## config.mk

```make
export PLATFORM = sky130hd
export DESIGN_NAME = product_accumulator
export DESIGN_NICKNAME = d
export VERILOG_FILES = /design/src/rtl/fbga_mult_pkg.sv /design/src/rtl/product_accumulator.sv
export SDC_FILE = /design/constraint.sdc
export NUM_CORES = 1
export LEC_CHECK = 0
export ABC_AREA = 1
export CELL_PAD_IN_SITES_DETAIL_PLACEMENT = 0
export CELL_PAD_IN_SITES_GLOBAL_PLACEMENT = 1
export CORE_MARGIN = 2
export CORE_UTILIZATION = 39
export DETAILED_ROUTE_END_ITERATION = 7
export PLACE_DENSITY = 0.95
export RECOVER_POWER = 100
export SYNTH_ARGS = -nofsm -noshare
export SYNTH_HDL_FRONTEND = slang
export SYNTH_SLANG_ARGS = --single-unit
```

## constraint.sdc

```tcl
create_clock -name clk -period 4 [get_ports clk]
set_input_delay 0.8 -clock clk [delete_from_list [all_inputs] [get_ports clk]]
set_output_delay 0.8 -clock clk [all_outputs]
set_load 0.005 [all_outputs]
```

## src/rtl/fbga_mult_pkg.sv

```systemverilog
// rtl/fbga_mult_pkg.sv - shared definitions for the FBGA10 multiply-accumulate datapath
package fbga_mult_pkg;

   localparam int DEF_PROD_W = 16;

   // Also used by the operand sequencer; keep encodings stable.
   typedef enum logic [1:0] {
      IDLE  = 2'd0,
      ACCUM = 2'd1,
      DONE  = 2'd2
   } state_e;

endpackage

```

## src/rtl/product_accumulator.sv

```systemverilog
// rtl/product_accumulator.sv - sums a programmed number of streamed products into a wide accumulator
module product_accumulator
   import fbga_mult_pkg::*;
#(
   parameter int PROD_W = DEF_PROD_W,
   parameter int ACC_W  = 24,
   parameter int CNT_W  = 8
) (
   input  logic              clk,
   input  logic              rst_n,
   input  logic              start,
   input  logic [CNT_W-1:0]  num_terms,
   input  logic              in_valid,
   output logic              in_ready,
   input  logic [PROD_W-1:0] product,
   output logic              out_valid,
   input  logic              out_ready,
   output logic [ACC_W-1:0]  acc_out,
   output logic              overflow,
   output logic              busy
);

   state_e             r_state;
   state_e             w_next_state;
   logic [ACC_W-1:0]   r_acc;
   logic               r_ovf;
   logic [CNT_W-1:0]   r_remaining;
   logic               w_xfer;
   logic [ACC_W:0]     w_sum;

   assign w_xfer = (r_state == ACCUM) && in_valid;
   // One extra bit so the carry out of ACC_W can feed the sticky overflow flag.
   assign w_sum  = {1'b0, r_acc} + {{(ACC_W + 1 - PROD_W){1'b0}}, product};

   always_comb begin
      w_next_state = r_state;
      case (r_state)
         IDLE: begin
            if (start) begin
               w_next_state = (num_terms != '0) ? ACCUM : DONE;
            end
         end
         ACCUM: begin
            if (w_xfer && (r_remaining == CNT_W'(1))) begin
               w_next_state = DONE;
            end
         end
         DONE: begin
            if (out_ready) begin
               w_next_state = IDLE;
            end
         end
         default: w_next_state = IDLE;
      endcase
   end

   always_ff @(posedge clk or negedge rst_n) begin
      if (!rst_n) begin
         r_state     <= IDLE;
         r_acc       <= '0;
         r_ovf       <= 1'b0;
         r_remaining <= '0;
      end else begin
         r_state <= w_next_state;
         if ((r_state == IDLE) && start) begin
            r_acc       <= '0;
            r_ovf       <= 1'b0;
            r_remaining <= num_terms;
         end else if (w_xfer) begin
            r_acc       <= w_sum[ACC_W-1:0];
            r_ovf       <= r_ovf | w_sum[ACC_W];
            r_remaining <= r_remaining - CNT_W'(1);
         end
      end
   end

   assign in_ready  = (r_state == ACCUM);
   assign out_valid = (r_state == DONE);
   assign busy      = (r_state != IDLE);
   assign acc_out   = r_acc;
   assign overflow  = r_ovf;

endmodule

```

Yosys cells after proc, flatten, opt, wreduce, memory -nomap -nowiden
Cells that the tools add are included.
{ "word_totals": {"ff_bits": 35, "n_memories": 0, "rom_bits": 0, "ramBits": 0, "latch_bits": 0} }
{ "classes": {"n_eq_ne": 6, "mux": 11, "n_mul": 0, "n_addsub": 2, "n_lt_le_gt_ge": 0, "n_reduce_logical": 8, "div": 0, "shift": 0, "bitwise_logic": 1} }
{ "op_table": {"columns": ["operator", "n"], "rows": [
  ["24-bit two-way mux", 2],
  ["24-bit by 16-bit adder with 25-bit output", 1],
  ["8-bit two-way mux", 2],
  ["8-bit by 1-bit == test with 1-bit output (second input constant)", 1],
  ["2-bit two-way mux", 4],
  ["8-bit nonzero test", 1],
  ["8-bit by 1-bit subtractor with 8-bit output (second input constant)", 1],
  ["2-bit case mux with 3 select lines", 1],
  ["2-bit by 1-bit != test with 1-bit output (second input constant)", 2],
  ["2-bit nonzero test", 2],
  ["1-bit logical AND", 3],
  ["3-bit AND reduction", 1],
  ["2-bit by 1-bit == test with 1-bit output (second input constant)", 1],
  ["2-bit == test (second input constant)", 1],
  ["2-bit logical NOT", 1],
  ["1-bit two-way mux", 2],
  ["2-bit != test (second input constant)", 1],
  ["1-bit bitwise OR", 1]
]} }

Logic depth before layout (Yosys ltp)
Gate-level depths: netlist (run 1).
{ "depth": {"word_depth": 5, "ltp_mapped": 14} }

Worst setup path after synthesis (run 1)
No wires, ideal clock.
{ "synth_path": {"path_type": "in2reg", "startpoint": "input port product[0]", "endpoint": "register r_acc[20] (netlist: acc_out[20])", "t_arrival_ps": 2103, "slack_ps": 1780, "stages": 13, "required_ps": 3883, "path_cell_list": "ha_1 > inv_1 > fa_1 > inv_1 > nand3_1 > nand3_1 > nand2_1 > nand2_1 > nand2_1 > nand2_1 > nand2_1 > nor2_1 > nor2_1"} }
{ "synth_between": {"elab_chain_cells": 3} }
{ "synth_lines": {"columns": ["element", "line", "rtl"], "rows": [
  ["start, declared", "product_accumulator.sv:15", "input logic [PROD_W-1:0] product,"],
  ["24-bit by 16-bit adder with 25-bit output", "product_accumulator.sv:33", "assign w_sum = {1'b0, r_acc} + {{(ACC_W + 1 - PROD_W){1'b0}}, product};"],
  ["24-bit two-way mux", "product_accumulator.sv:69", "end else if (w_xfer) begin"],
  ["24-bit two-way mux", "product_accumulator.sv:65", "if ((r_state == IDLE) && start) begin"],
  ["end signal, assigned", "product_accumulator.sv:70", "r_acc <= w_sum[ACC_W-1:0];"],
  ["end, declared", "product_accumulator.sv:25", "logic [ACC_W-1:0] r_acc;"]
]} }
No other way between the ends. The select of a mux whose other input is x is not followed.
A chain may end at the register's enable or synchronous reset.

Worst setup path after layout (run 1)
{ "layout_path": {"startpoint": "input port in_valid", "endpoint": "register r_acc[4] (netlist: acc_out[4])"} }
{ "layout_between": {"elab_chain_cells": 2} }
{ "layout_lines": {"columns": ["element", "line", "rtl"], "rows": [
  ["start, declared", "product_accumulator.sv:13", "input logic in_valid,"],
  ["1-bit logical AND", "product_accumulator.sv:31", "assign w_xfer = (r_state == ACCUM) && in_valid;"],
  ["2-bit nonzero test (no source line)", null, null]
]} }
No other way between the ends.

==> results.cfg, run 1 <==
[grt]
grt_pass1_wl_um = 12770
grt_max_degree = 36
antenna_found_initial = 0
track_usage = 0.2089
grt_pass1_vias = 2681
gr-total-overflow = 0

[sta]
tightestPinTransition_ps = 1989
setup_viol = 0
clock_skew_ps = 8.845
tns_ps = 0
layout_min_cycle_time_ps = 3126
max_freq_mhz = 319.9
period_share = 0.7814
rsz0062_at_grt = false
finalHoldViolCount = 0
finalMaxSlewViolations = 36
max-slew-margin-rel = -0.3260

[floorplanning]
num_io_pins = 57
initial_core_util = 0.4053
fp-row-count = 30
dieArea_um2 = 7830
die_w_um = 88.49
core-area_um2 = 6869
die_h_um = 88.49

[clock_network]
htreeDepth = 2
path_clk_slew_ps = 70
clockBufferDepth = 2
cts.root.buffer_cell = clkbuf_8
cts_buffers = 5
cts_resized = 0
post_cts_buffers = 0
clock-sinks = 35
cts_tree = yes
ctsHoldBuffers = 0
clock_latency_ps = 300

[routing]
viasPerCell = 5.005
detail_route.iter0.violations = 150
vias = 2843
wl_per_cell_um = 13.34
antenna_left = 0
drtPass1Iterations = 5
drcViolationCount = 0
wirelength_um = 7576

[cells_and_area]
fin_cells = 568
antenna_cells = 0
final_net_count = 520
mostFrequentLayoutCells = nand2_1, inv_1, nor2_1
final_common_cell = nand2_1
drive_gt1_frac = 0.05297
fin_util = 0.5087
syn_to_final_growth_pct = 25.53

[setup_path]
critical_path.cell_chain = dlygate4sd3_1 -> nand2_1 -> nand2_1 -> inv_2 -> nand2_1 -> o31ai_1
startpoint_type = input pin
crit_top_cell = nand2_1
slowest_stage = nand2_1
worst_ep_arrival_time_ps = 3310
path_class = in -> reg
reg2regPathDepth = 7
cpPeakStageDelay_ps = 670
critPathCaptureType = flip-flop
worst-path-buf-inv = 2
cp.required_ps = 4180
worst-path-stages = 6
cp_top_family = simple AND/OR/NAND/NOR gates
worstPathMaxFanout = 20

[status]
run_status = finished with violations
violations = max-capacitance violations, max-slew violations

[power]
p_leak_nw = 1.783
p_seq_frac = 0.278
p_per_area_nw_per_um2 = 602.6
total_power_mw = 2.106
ir_worst_vdd_mv = 0.2766
clkPwrFrac = 0.131
internal_power_mw = 1.100
swShare = 0.4776
pwr-share-comb = 0.590
power_switching_mw = 1.006

[synthesis]
syn-cell-area_um2 = 2784
syn_nets = 462
ys_ff_latch = 35
synth_edf_count = 0
synth.avg_cell_area_um2 = 6.724
yosys_warnings = 0
synthArstFlopShare = 1.000
syn_inst = 414
ys_dominant_reg_cell = dfrtp_1
ys_types = 38
synth_seq_area_share = 0.3146

[min_path]
min_delay_path_depth = 2
hp-class = reg -> reg

[placed_design]
dp_hpwl_um = 5706
gp_congestion = 0.9186
dp_cells = 561
place.port_buffers = 56

[flow_run]
maxCapViolations = 1
==> metrics by stage <==
| step | worst slack (ps) | cell area, um^2 | hold WS (ps) |
|---|---|---|---|
| finish | 874.3 | 3495 | 505.5 |
| global route | 637.8 | 3495 | 541.9 |
| CTS | 1405 | 3516 | 517.8 |
| detailed placement | 1090 | 3428 | 499.1 |
| global placement | 1171 | 3428 | 492.0 |
| floorplan | 1780 | 2784 | 471.7 |
==> cells by family (layout without fill, tap and decap cells) <==
family / Yosys count / count (layout) / share of synthesized area
buffers and inverters: 63 / 121 / 0.09258
AO/OA/AOI/OAI: 65 / 65 / 0.1357
AND/OR/NAND/NOR: 225 / 225 / 0.3470
flip-flops: 35 / 35 / 0.3146
XOR/XNOR: 7 / 7 / 0.02202
adder cells (fa/ha/maj): 19 / 19 / 0.08809
==> sequential cells by signal (all words and copies together), names as in the netlist <==
| register | count |
|---|---|
| acc_out | 24 |
| r_state | 2 |
| overflow | 1 |
| r_remaining | 8 |
==> layout make-up <==
type                            count  area [um^2]
Inverter                           57        214.0
Timing Repair Buffer               57        564.3
Fill cell                         699         3374
Multi-Input combinational cell    316         1633
Clock buffer                        6        82.58
Sequential cell                    35        875.8
Tap cell                           96        120.1
Clock inverter                      1        5.005
==> metal layers <==
metal  track usage  wire length, um
met5             0                0
met4       0.05647              118
met3       0.03638              340
met2        0.3445             3485
met1        0.2839             3631
==> tightest hold or removal path, delay by kind of cell, from the launching register on <==
kind	cells	cell delay, ps
flip-flops	1	360
AND/OR/NAND/NOR	2	120
==> power by group through the flow <==
stage / combinational, mW / clock [mW] / sequential, mW
3_3_place_gp: 1.25 / 0 / 0.593
6_report: 1.24 / 0.277 / 0.586
5_1_grt: 1.41 / 0.295 / 0.608
4_1_cts: 1.29 / 0.280 / 0.591
3_5_place_dp: 1.28 / 0 / 0.598
2_1_floorplan: 0.861 / 0 / 0.581
==> final timing paths <==
kind | startpoint | endpoint | slack (ps)
setup / recovery | in_valid | acc_out[4]$_DFFE_PN0P_ | 870
hold / removal | acc_out[15]$_DFFE_PN0P_ | acc_out[15]$_DFFE_PN0P_ | 510
setup reg to reg | r_state[0]$_DFFE_PN0P_ | acc_out[4]$_DFFE_PN0P_ | 1380
hold reg to reg | acc_out[15]$_DFFE_PN0P_ | acc_out[15]$_DFFE_PN0P_ | 510
max in group asynchronous | rst_n | acc_out[22]$_DFFE_PN0P_ | 1260
min in group asynchronous | rst_n | acc_out[12]$_DFFE_PN0P_ | 1590
==> synthesized netlist by cell type (all sizes together), types with 2 or more instances <==
| library cell | instances | area share |
|---|---|---|
| a21oi | 26 | 0.047 |
| buf | 6 | 0.016 |
| dfrtp | 35 | 0.31 |
| ha | 18 | 0.081 |
| inv | 57 | 0.077 |
| nand2 | 135 | 0.19 |
| nand3 | 25 | 0.045 |
| nand4 | 3 | 0.0067 |
| nor2 | 51 | 0.077 |
| nor3 | 5 | 0.011 |
| nor4 | 3 | 0.011 |
| o211ai | 3 | 0.0099 |
| o21ai | 23 | 0.043 |
| o221ai | 4 | 0.013 |
| o22ai | 2 | 0.0045 |
| o31ai | 2 | 0.0054 |
| or2 | 2 | 0.0045 |
| xor2 | 7 | 0.022 |
Note: power is estimated with default switching activity, not from simulation.
==> inputs of run 2 (changes only) <==
- CORE_UTILIZATION: 39 -> 36
- PLACE_DENSITY: 0.95 -> 0.9
- clock period: 4 -> 3.1 ns (I/O delays scaled with it)
==> run 2 against run 1 <==
  * The run now ends clean
  * Die area rose by 7.9%
  * Cell area increased by 0.54%
  * Clock power grew 22%
  * Clock skew down 2.2 ps
  * Via count shrank 2.0%
  * Final cell count rose by 1.2%
  * Clock-buffer cell count did not move
  * Sequential share of layout area shrank 0.13 points
  * Hold slack improved by 2.9 ps
  * Utilization is 4.7 points lower
  * Combinational power up 28%
  * Global-route usage decreased by 2.4 points
==> results.cfg, run 2 (same netlist as run 1, synthesis figures left out) <==
[cells_and_area]
largest_reg_flops = 24
final_common_cell = nand2_1
antenna_cells = 0
mostFrequentLayoutCells = nand2_1, inv_1, nor2_1
drive_gt1_frac = 0.05708
final_net_count = 520
syn_to_final_growth_pct = 26.20
fin_util = 0.4618

[placed_design]
place.port_buffers = 56
dp_hpwl_um = 5755
place_ws_ps = 368.8
gp_congestion = 0.8596

[routing]
drcViolationCount = 0
wl_per_cell_um = 12.87
detail_route.iter0.violations = 171
drtPass1Iterations = 4
vias = 2786
viasPerCell = 4.845
wirelength_um = 7403
antenna_left = 0

[sta]
tns_ps = 0
period_share = 0.8253
tightestPinTransition_ps = 895.2
layout_min_cycle_time_ps = 2559
setup_viol = 0
post-route-worst-setup-slack_ps = 541.5
max_freq_mhz = 390.8
hold_ws_ps = 508.3
clock_skew_ps = 6.608
max-slew-margin-rel = 0.4017
finalMaxSlewViolations = 0
rsz0062_at_grt = false
finalHoldViolCount = 0

[status]
run_status = finished, final reports clean

[min_path]
min_delay_path_depth = 2
hold_start = acc_out[5]$_DFFE_PN0P_
min_to = acc_out[5]$_DFFE_PN0P_
hp-class = reg -> reg

[clock_network]
path_clk_slew_ps = 80
cts_resized = 0
clock_latency_ps = 290
cts_buffers = 5
clockBufferDepth = 2
htreeDepth = 2
ctsHoldBuffers = 0
clock-sinks = 35
cts.root.buffer_cell = clkbuf_8
post_cts_buffers = 0
cts_tree = yes

[floorplanning]
fp-row-count = 32
initial_core_util = 0.3660
die_w_um = 91.94
core-area_um2 = 7607
num_io_pins = 57
dieArea_um2 = 8453
die_h_um = 91.94

[setup_path]
cp.required_ps = 3280
r2r-end = r_remaining[2]$_DFFE_PN0P_
critPathCaptureType = flip-flop
worstPathMaxFanout = 3
reg2reg_from = r_state[0]$_DFFE_PN0P_
reg2regPathDepth = 6
worst_ep_arrival_time_ps = 2740
path_class = in -> reg
startpoint_type = input pin
r2r_setup_slack_ps = 890

[power]
p_per_area_nw_per_um2 = 765.1
total_power_mw = 2.688
p_leak_nw = 1.783
ir_worst_vdd_mv = 0.2868

[grt]
grt_max_degree = 36
gr-total-overflow = 0
track_usage = 0.1852
antenna_found_initial = 0
grt_pass1_wl_um = 12720
grt_pass1_vias = 2769

[flow_run]
maxCapViolations = 0
[run 2: layout make-up]
| type | count | area, um^2 |
|---|---|---|
| inverter | 57 | 214.0 |
| tap | 102 | 127.6 |
| clock buffer | 6 | 72.57 |
| clock inverter | 2 | 12.51 |
| timing repair buffer | 57 | 568.0 |
| fill | 813 | 4094 |
| sequential | 35 | 875.8 |
| multi-input combinational | 316 | 1643 |
[run 2: critical path: stages]
cell,delay (ps)
dlygate4sd3_1,530
ha_1,200
inv_1,70
fa_1,420
nor2_1,120
nor2_1,60
o21ai_0,320
nand3_1,120
nand2_1,110
nand2_1,50
nand2_1,50
o21ai_1,70
[run 2: routing by layer]
metal | track usage | routed length (um) | part of all wire | up-vias
met4 | 0.05970 | 112 | 0.015 | 0
li1 | - | - | - | 1455
met1 | 0.2398 | 3463 | 0.47 | 1257
met5 | 0 | 0 | 0 | -
met2 | 0.3180 | 3506 | 0.47 | 65
met3 | 0.02712 | 321 | 0.043 | 9
[run 2: how the worst max path moves through the flow]
| stage | from | slack (ps) | endpoint | depth (start not counted) |
|---|---|---|---|---|
| 5_1_grt | product[0] | 370 | acc_out[14]$_DFFE_PN0P_ | 12 |
| 2_1_floorplan | product[0] | 1060 | acc_out[20]$_DFFE_PN0P_ | 13 |
| 3_3_place_gp | product[0] | 440 | acc_out[20]$_DFFE_PN0P_ | 15 |
| 4_1_cts | product[0] | 660 | acc_out[20]$_DFFE_PN0P_ | 15 |
| 6_report | product[0] | 540 | acc_out[14]$_DFFE_PN0P_ | 12 |
| 3_5_place_dp | product[0] | 370 | acc_out[20]$_DFFE_PN0P_ | 15 |
[run 2: where the power goes]
part           leakage (nW)  internal, mW  switching [mW]
clock network        0.0412         0.157           0.181
logic                  1.29         0.626           0.965
registers             0.455         0.622           0.137
[run 2: stage by stage]
step / std cells / area [um^2]
2_1_floorplan: 414 / 2784
3_3_place_gp: 567 / 3436
3_5_place_dp: 567 / 3436
4_1_cts: 575 / 3521
5_1_grt: 575 / 3513
6_report: 575 / 3513
